**src/rtl/txpath_pkg.sv**
```systemverilog
// Shared types and helpers for the parametrised UART transmit path.
package txpath_pkg;

   typedef enum logic [2:0] {
      ST_IDLE  = 3'd0,
      ST_START = 3'd1,
      ST_DATA  = 3'd2,
      ST_PAR   = 3'd3,
      ST_STOP  = 3'd4,
      ST_BRK   = 3'd5
   } state_e;

   localparam int unsigned PARITY_NONE = 0;
   localparam int unsigned PARITY_ODD  = 1;
   localparam int unsigned PARITY_EVEN = 2;

   // Counter width able to hold 0..max_val-1, never narrower than one bit.
   function automatic int unsigned cnt_width(input int unsigned max_val);
      int unsigned w;
      w = $clog2(max_val);
      if (w < 1) w = 1;
      return w;
   endfunction

   function automatic int unsigned max3(input int unsigned a, input int unsigned b,
                                        input int unsigned c);
      int unsigned m;
      m = (a > b) ? a : b;
      return (m > c) ? m : c;
   endfunction

endpackage

```
**src/rtl/txpath_baud.sv**
```systemverilog
// Bit-period tick generator; counter restarts from 0 whenever clear is high.
module txpath_baud
   import txpath_pkg::*;
#(
   parameter int unsigned CLKS_PER_BIT = 69
) (
   input  logic clk_8mhz,
   input  logic rst_n,
   input  logic clear,
   output logic tick
);

   localparam int unsigned CNT_W = cnt_width(CLKS_PER_BIT);

   logic [CNT_W-1:0] cnt_q, cnt_d;
   logic             tick_q, tick_d;

   // tick_q is registered one count early so it is high exactly when cnt_q is the last count.
   always_comb begin
      cnt_d  = cnt_q + CNT_W'(1);
      tick_d = 1'b0;
      if (clear) begin
         cnt_d = '0;
      end else begin
         if (cnt_q == CNT_W'(CLKS_PER_BIT - 1)) cnt_d = '0;
         tick_d = (cnt_q == CNT_W'(CLKS_PER_BIT - 2));
      end
   end

   always_ff @(posedge clk_8mhz or negedge rst_n) begin
      if (!rst_n) begin
         cnt_q  <= '0;
         tick_q <= 1'b0;
      end else begin
         cnt_q  <= cnt_d;
         tick_q <= tick_d;
      end
   end

   assign tick = tick_q;

endmodule

```
**src/rtl/txpath_gen.sv**
```systemverilog
// Parametrised UART transmitter: valid/ready byte input, optional parity,
// 1 or 2 stop bits, and an on-request line break, serialised on tx_wire.
module txpath_gen
   import txpath_pkg::*;
#(
   parameter int unsigned CLKS_PER_BIT = 69,
   parameter int unsigned DATA_BITS    = 8,
   parameter int unsigned PARITY       = 0,
   parameter int unsigned STOP_BITS    = 1,
   parameter int unsigned BREAK_BITS   = 12
) (
   input  logic                 clk_8mhz,
   input  logic                 rst_n,
   input  logic [DATA_BITS-1:0] data,
   input  logic                 valid,
   output logic                 ready,
   input  logic                 send_break,
   output logic                 tx_wire,
   output logic                 busy,
   output logic                 done
);

   localparam int unsigned BIT_W = cnt_width(max3(DATA_BITS, STOP_BITS, BREAK_BITS));

   if (CLKS_PER_BIT < 2 || DATA_BITS < 5 || DATA_BITS > 8 || PARITY > PARITY_EVEN ||
       STOP_BITS < 1 || STOP_BITS > 2 || BREAK_BITS < 1) begin : g_bad_params
      $error("txpath_gen: illegal parameter set");
   end

   state_e               state_q, state_d;
   logic [DATA_BITS-1:0] shift_q, shift_d;
   logic [BIT_W-1:0]     bit_cnt_q, bit_cnt_d;
   logic                 par_q, par_d;
   logic                 brk_q, brk_d;
   logic                 tx_q, tx_d;
   logic                 done_q, done_d;
   logic                 ready_q, ready_d;
   logic                 busy_q, busy_d;
   logic                 tick;
   logic                 clear_c;
   logic [BIT_W-1:0]     stop_last_c;

   // A break is always followed by a single mark period regardless of STOP_BITS.
   assign stop_last_c = brk_q ? '0 : BIT_W'(STOP_BITS - 1);
   assign clear_c     = (state_d != state_q) || (state_q == ST_IDLE);

   txpath_baud #(.CLKS_PER_BIT(CLKS_PER_BIT)) u_baud (
      .clk_8mhz (clk_8mhz),
      .rst_n    (rst_n),
      .clear    (clear_c),
      .tick     (tick)
   );

   always_ff @(posedge clk_8mhz or negedge rst_n) begin
      if (!rst_n) begin
         state_q   <= ST_IDLE;
         shift_q   <= '0;
         bit_cnt_q <= '0;
         par_q     <= 1'b0;
         brk_q     <= 1'b0;
         tx_q      <= 1'b1;
         done_q    <= 1'b0;
         ready_q   <= 1'b1;
         busy_q    <= 1'b0;
      end else begin
         state_q   <= state_d;
         shift_q   <= shift_d;
         bit_cnt_q <= bit_cnt_d;
         par_q     <= par_d;
         brk_q     <= brk_d;
         tx_q      <= tx_d;
         done_q    <= done_d;
         ready_q   <= ready_d;
         busy_q    <= busy_d;
      end
   end

   // Next state; a break request beats a pending byte in IDLE.
   always_comb begin
      state_d = state_q;
      case (state_q)
         ST_IDLE: begin
            if (send_break)  state_d = ST_BRK;
            else if (valid)  state_d = ST_START;
         end
         ST_START: if (tick) state_d = ST_DATA;
         ST_DATA: begin
            if (tick && bit_cnt_q == BIT_W'(DATA_BITS - 1))
               state_d = (PARITY != PARITY_NONE) ? ST_PAR : ST_STOP;
         end
         ST_PAR:   if (tick) state_d = ST_STOP;
         ST_STOP:  if (tick && bit_cnt_q == stop_last_c) state_d = ST_IDLE;
         ST_BRK:   if (tick && bit_cnt_q == BIT_W'(BREAK_BITS - 1)) state_d = ST_STOP;
         default:  state_d = ST_IDLE;
      endcase
   end

   // Datapath and registered outputs, all derived from the upcoming state.
   always_comb begin
      shift_d   = shift_q;
      par_d     = par_q;
      brk_d     = brk_q;
      bit_cnt_d = bit_cnt_q;
      tx_d      = 1'b1;

      if (state_d != state_q) bit_cnt_d = '0;
      else if (tick)          bit_cnt_d = bit_cnt_q + BIT_W'(1);

      if (state_q == ST_IDLE && state_d == ST_START) begin
         shift_d = data;
         par_d   = (PARITY == PARITY_ODD) ? ~^data : ^data;
         brk_d   = 1'b0;
      end
      if (state_q == ST_IDLE && state_d == ST_BRK) brk_d = 1'b1;
      if (state_q == ST_DATA && tick) shift_d = shift_q >> 1;

      case (state_d)
         ST_START: tx_d = 1'b0;
         ST_BRK:   tx_d = 1'b0;
         ST_DATA:  tx_d = shift_d[0];
         ST_PAR:   tx_d = par_d;
         default:  tx_d = 1'b1;
      endcase

      done_d  = (state_d == ST_IDLE) && (state_q != ST_IDLE);
      ready_d = (state_d == ST_IDLE);
      busy_d  = (state_d != ST_IDLE);
   end

   assign tx_wire = tx_q;
   assign done    = done_q;
   assign ready   = ready_q;
   assign busy    = busy_q;

endmodule

```
**config.mk**
```make
export PLATFORM = sky130hd
export DESIGN_NAME = txpath_gen
export DESIGN_NICKNAME = d
export VERILOG_FILES = /design/src/rtl/txpath_pkg.sv /design/src/rtl/txpath_baud.sv /design/src/rtl/txpath_gen.sv
export SDC_FILE = /design/constraint.sdc
export NUM_CORES = 1
export LEC_CHECK = 0
export ABC_AREA = 1
export CAP_MARGIN = 15
export CORE_MARGIN = 2
export CORE_UTILIZATION = 60
export CTS_BUF_LIST = sky130_fd_sc_hd__clkbuf_4
export DETAILED_ROUTE_END_ITERATION = 10
export GPL_ROUTABILITY_DRIVEN = 0
export PLACE_DENSITY = 0.83
export SYNTH_ARGS = -nofsm -noshare
export SYNTH_HDL_FRONTEND = slang
export SYNTH_HIERARCHICAL = 1
export SYNTH_SLANG_ARGS = --single-unit
```
**constraint.sdc**
```tcl
create_clock -name clk_8mhz -period 4.2 [get_ports clk_8mhz]
set_input_delay 1.26 -clock clk_8mhz [delete_from_list [all_inputs] [get_ports clk_8mhz]]
set_output_delay 1.26 -clock clk_8mhz [all_outputs]
set_load 0.01 [all_outputs]
```
After elaboration in Yosys (flattened, before gate mapping)
Cells that the tools add are included.
Storage, ports and cells
  bits in registers: 28
  RAM bits: 0
  logic and storage cells: 60
  bits in latches: 0
  ROM bits: 0
  memories kept: 0
  input port bits: 12
Operators by class
  shift operators: 0
  add/subtract/negate cells: 2
  magnitude comparators: 0
  reductions and logical operators: 16
  equal/unequal tests: 14
  bitwise logic cells: 0
  multipliers: 0
  muxes and demuxes: 17
  divide/modulo/power cells: 0
Operators by type and width (count)
  $mux 3: 7
  $pmux 3 s6: 1
  $mux 8: 2
  $eq 7x7->1 const B: 2
  $mux 7: 2
  $eq 3x2->1 const B: 4
  $eq 3x3->1 const B: 3
  $mux 4: 2
  $reduce_xor 8->1: 1
  $add 7x1->7 const B: 1
  $eq 3x1->1 const B: 2
  $logic_and 1x1->1: 6
  $logic_not 3->1: 2
  $reduce_bool 3->1: 2
  $add 4x1->4 const B: 1
  $eq 4x3->1 const B: 1
  $eq 4x4->1 const B: 1
  $logic_not 4->1: 1
  $reduce_bool 2->1: 2
  $ne 3x3->1: 1
  $pmux 1 s3: 1
  $mux 1: 2
  $reduce_or 2->1: 1
  $logic_or 1x1->1: 1

Logic depth before layout (Yosys ltp)
  depth after elaboration: 9
  gate-level depth with buffers: 13

Cells and area by module
The synthesis kept the hierarchy.
Modules (own cells, without submodules)
  txpath_gen: cells an instance 160, area an instance 1197.4 um2, times used 1
  txpath_baud: cells an instance 48, area an instance 397.9 um2, times used 1

Worst setup path after synthesis
OpenSTA, ideal clock, no wires.
  path type: input-to-reg
  start point: input port send_break
  end point: register u_baud.tick_q, in the netlist u_baud/tick
  slack: 1.932 ns
  library setup time: 0.086 ns
  arrival time: 2.182 ns
  data required time: 4.114 ns
  buffers on the path: 0
  cell stages on the path: 9
  cell sequence: nand3_1 -> nand2_1 -> inv_1 -> nand3_4 -> a21oi_2 -> nand4_1 -> inv_1 -> nand4_1 -> nor3_1
Between the ends
  longest elaborated chain between the ends: 5
Ends and longest elaborated chain
  from (decl): line txpath_gen.sv:17  | input logic send_break,
  $mux 3: line txpath_gen.sv:83  | if (send_break) state_d = ST_BRK;
  $pmux 3 s6: line txpath_gen.sv:81  | case (state_q)
  named net state_d[2]: line txpath_gen.sv:30  | state_e state_q, state_d;
  $ne 3x3->1: line txpath_gen.sv:45  | assign clear_c = (state_d != state_q) || (state_q == ST_IDLE);
  $logic_or 1x1->1: line txpath_gen.sv:45
  named net clear_c: line txpath_gen.sv:40  | logic clear_c;
  $mux 1: line txpath_baud.sv:22  | if (clear) begin
  named net u_baud.tick_d: line txpath_baud.sv:16  | logic tick_q, tick_d;
  to (signal assigned): line txpath_baud.sv:36  | tick_q <= tick_d;
  to (decl): line txpath_baud.sv:16
The timed path passes the listed nets, and every way through them passes these cells.
A chain may end at the register's enable or synchronous reset.

Worst setup path in the final report
  start point: register ready_q, in the netlist ready
  end point: output port ready
RTL lines
  from (decl): line txpath_gen.sv:37  | logic ready_q, ready_d;
  from (signal assigned): line txpath_gen.sv:73  | ready_q <= ready_d;
  to (decl): line txpath_gen.sv:16  | output logic ready,
No word-level cell between the ends.

==> impl_metrics.json <==
{
  "synth_fa_ha_area_share_pct": 3.14,
  "first_global_vias": 1415,
  "fin_nets": 243,
  "worstPathArrival_ns": 1.38,
  "drtPass1Iterations": 4,
  "outcome": "completed",
  "start_util_pct": 63.8,
  "multi_input_area_um2": 764,
  "vdd.ir_drop.worst_v": 0.000196,
  "slew_headroom_pct": 70.6,
  "cts_sinks": 28,
  "route.detailed.drc": 0,
  "holdCritStartpoint": "shift_q[7]",
  "hp-class": "reg -> reg",
  "synth-simple-area-share_pct": 36.1,
  "worstReg2RegStart": "bit_cnt_q[0]",
  "finalHoldViolCount": 0,
  "critPathMaxFanout": 1,
  "ys_seq_elements": 28,
  "crit_path_end_kind": "primary output",
  "portBuffers": 15,
  "vias": 1341,
  "leakagePower_nw": 0.885,
  "core_area_um2": 2500,
  "grt_max_degree": 29,
  "antenna_found_initial": 0,
  "drive_above_1_share_pct": 10.6,
  "register_area_um2": 703,
  "synth_area_per_cell_um2": 7.67,
  "cts_tree": "yes",
  "final_common_cell": "nand2_1",
  "path_delay_family": "flip-flops",
  "clk_latency_ns": 0.32,
  "synth-compound-area-share_pct": 4.31,
  "netlist.area_leader.share_pct": 40.8,
  "finalCriticalPeriod_ns": 2.64,
  "synth_cell_type_count": 25,
  "worst_clock_skew_ns": 0.00127,
  "timing.fmax_mhz": 379,
  "synth_top_family_by_area": "simple AND/OR/NAND/NOR gates",
  "io_pins": 16,
  "seq_area_frac_synth_pct": 44.1,
  "ant_nets": 0,
  "cts_setup_buffers": 0,
  "place_ws_ns": 1.32,
  "syn2layout_area_growth_pct": 12.7,
  "drt_iter0_markers": 42,
  "post_cts_resized": 0,
  "worstSetupStartpointType": "register",
  "utilization_pct": 71.9,
  "numCtsBuffers": 3,
  "crit_start": "ready",
  "p_per_area_nw_per_um2": 230,
  "rsz0062_at_grt": "no",
  "cp_slowest_cell": "dfstp_2",
  "syn_nets": 224,
  "diodes": 0,
  "die_w_um": 55.6,
  "routed_wl_um": 3090,
  "cts_buffer_depth": 2,
  "fill_cells": 183,
  "synthTopCellsByArea": "dfrtp_1 41%, nand2_1 14%, nor2_1 6.8%, inv_1 5.9%, nand3_1 4.7%",
  "crit_chain": "clkdlybuf4s50_1",
  "grt_pass1_wl_um": 5690,
  "wl_per_cell_um": 12.1,
  "synth_xor_area_share_pct": 4.39,
  "root_buffer": "clkbuf_4",
  "core.rowCount": 18,
  "die_area_um2": 3090,
  "critical_path_class": "reg -> out",
  "routed_via_density": 5.24,
  "setup_tns_ns": 0,
  "worstMarginPinSlew_ns": 0.440,
  "required_ns": 2.94,
  "yosysTopAreaCell": "dfrtp_1",
  "htree_levels": 1,
  "fin_ws_ns": 1.56,
  "synth.area.mux_share_pct": 0,
  "gr-total-overflow": 0,
  "yosysWarnings": 6,
  "slowest_delay_ns": 0.54,
  "postSynthCellCount": 208,
  "mostFrequentLayoutCells": "60 x nand2_1, 29 x nor2_1, 26 x dfrtp_1, 25 x inv_1",
  "fin_crit_sh_pct": 62.9,
  "critical_path_buf_inv_count": 1,
  "grt_usage_pct": 22.6,
  "setup_viol": 0,
  "synth_area_um2": 1600,
  "dieHeight_um": 55.6,
  "slew_violations": 0,
  "hold_buffers": 0,
  "dp_hpwl_um": 2350,
  "clk_pin_slew_ns": 0.14,
  "cap_violations": 0
}
[path summary, 6_finish.rpt]
path                       cells after the start            to  slack [ns]
max                                            1         ready        1.56
min                                            2    shift_q[7]        0.51
max reg2reg                                   11   u_baud/tick        2.21
min reg2reg                                    2    shift_q[7]        0.51
max in group asynchronous                      2         ready        2.59
min in group asynchronous                      2  bit_cnt_q[3]        1.30
[layout make-up]
class                           count  share of cell area, %
Timing Repair Buffer               16                   8.77
Tap cell                           30                   2.09
Inverter                           29                   6.05
Multi-Input combinational cell    149                   42.5
Clock buffer                        3                   1.25
Sequential cell                    28                   39.1
Clock inverter                      1                  0.209
[where the power goes]
part,leakage [nW],switching [mW],internal [mW],total [mW]
combinational,0.558,0.0182,0.0152,0.0335
sequential,0.312,0,0.270,0.270
clock,0.0154,0.0750,0.0348,0.110
total,0.885,0.0932,0.320,0.413
[cells by family after synthesis]
family | Yosys count
buffers and inverters | 31
adder cells (fa/ha/maj) | 4
flip-flops | 28
AO/OA/AOI/OAI | 11
XOR/XNOR | 8
AND/OR/NAND/NOR | 126
[stage by stage]
stage / hold slack [ns] / cell area, um2 / total power [mW] / instances
after floorplan: 0.452 / 1600 / 0.288 / 208
after global placement: 0.470 / 1770 / 0.307 / 252
after detailed placement: 0.478 / 1770 / 0.308 / 252
after CTS: 0.512 / 1800 / 0.419 / 256
after global routing: 0.552 / 1800 / 0.434 / 256
final: 0.509 / 1800 / 0.413 / 256
[routing by layer]
metal  GRT usage [%]  wire length, um  part of all wire, %
met5               0                0                    0
met4            8.71               10                 0.32
met3            2.58              109                  3.5
met2            41.5             1600                   52
met1            26.9             1370                   44
[worst reg2reg max path: cells and delay by family (launching register included)]
| family | cells | cell delay, ns |
|---|---|---|
| adder cells (fa/ha/maj) | 1 | 0.22 |
| AND/OR/NAND/NOR | 8 | 0.96 |
| flip-flops | 1 | 0.44 |
| buffers and inverters | 1 | 0.17 |
| AO/OA/AOI/OAI | 1 | 0.13 |
[synth_stat cells]
cell type and number:
nand2_1 60, nor2_1 29, dfrtp_1 26, inv_1 25, nand3_1 15, nand4_1 5, xor2_1 5, ha_1 4
inv_2 4, nor2_2 4, o211ai_1 4, a21oi_1 3, nand2_2 3, nor3_1 3, o21ai_0 3, xnor2_1 3
dfstp_2 2, nand3_2 2, nor2_4 2, a21oi_2 1, and2_1 1, buf_4 1, buf_6 1, nand3_4 1
nor3_2 1
[flip-flops by register name, summed over array words and instances, names as in the netlist]
signal        cells
shift_q           8
u_baud/tick       1
tx_wire           1
u_baud/cnt_q      7
ready             1
done              1
par_q             1
busy              1
bit_cnt_q         4
state_q           3
No activity file was read; power rests on OpenSTA's default activity.
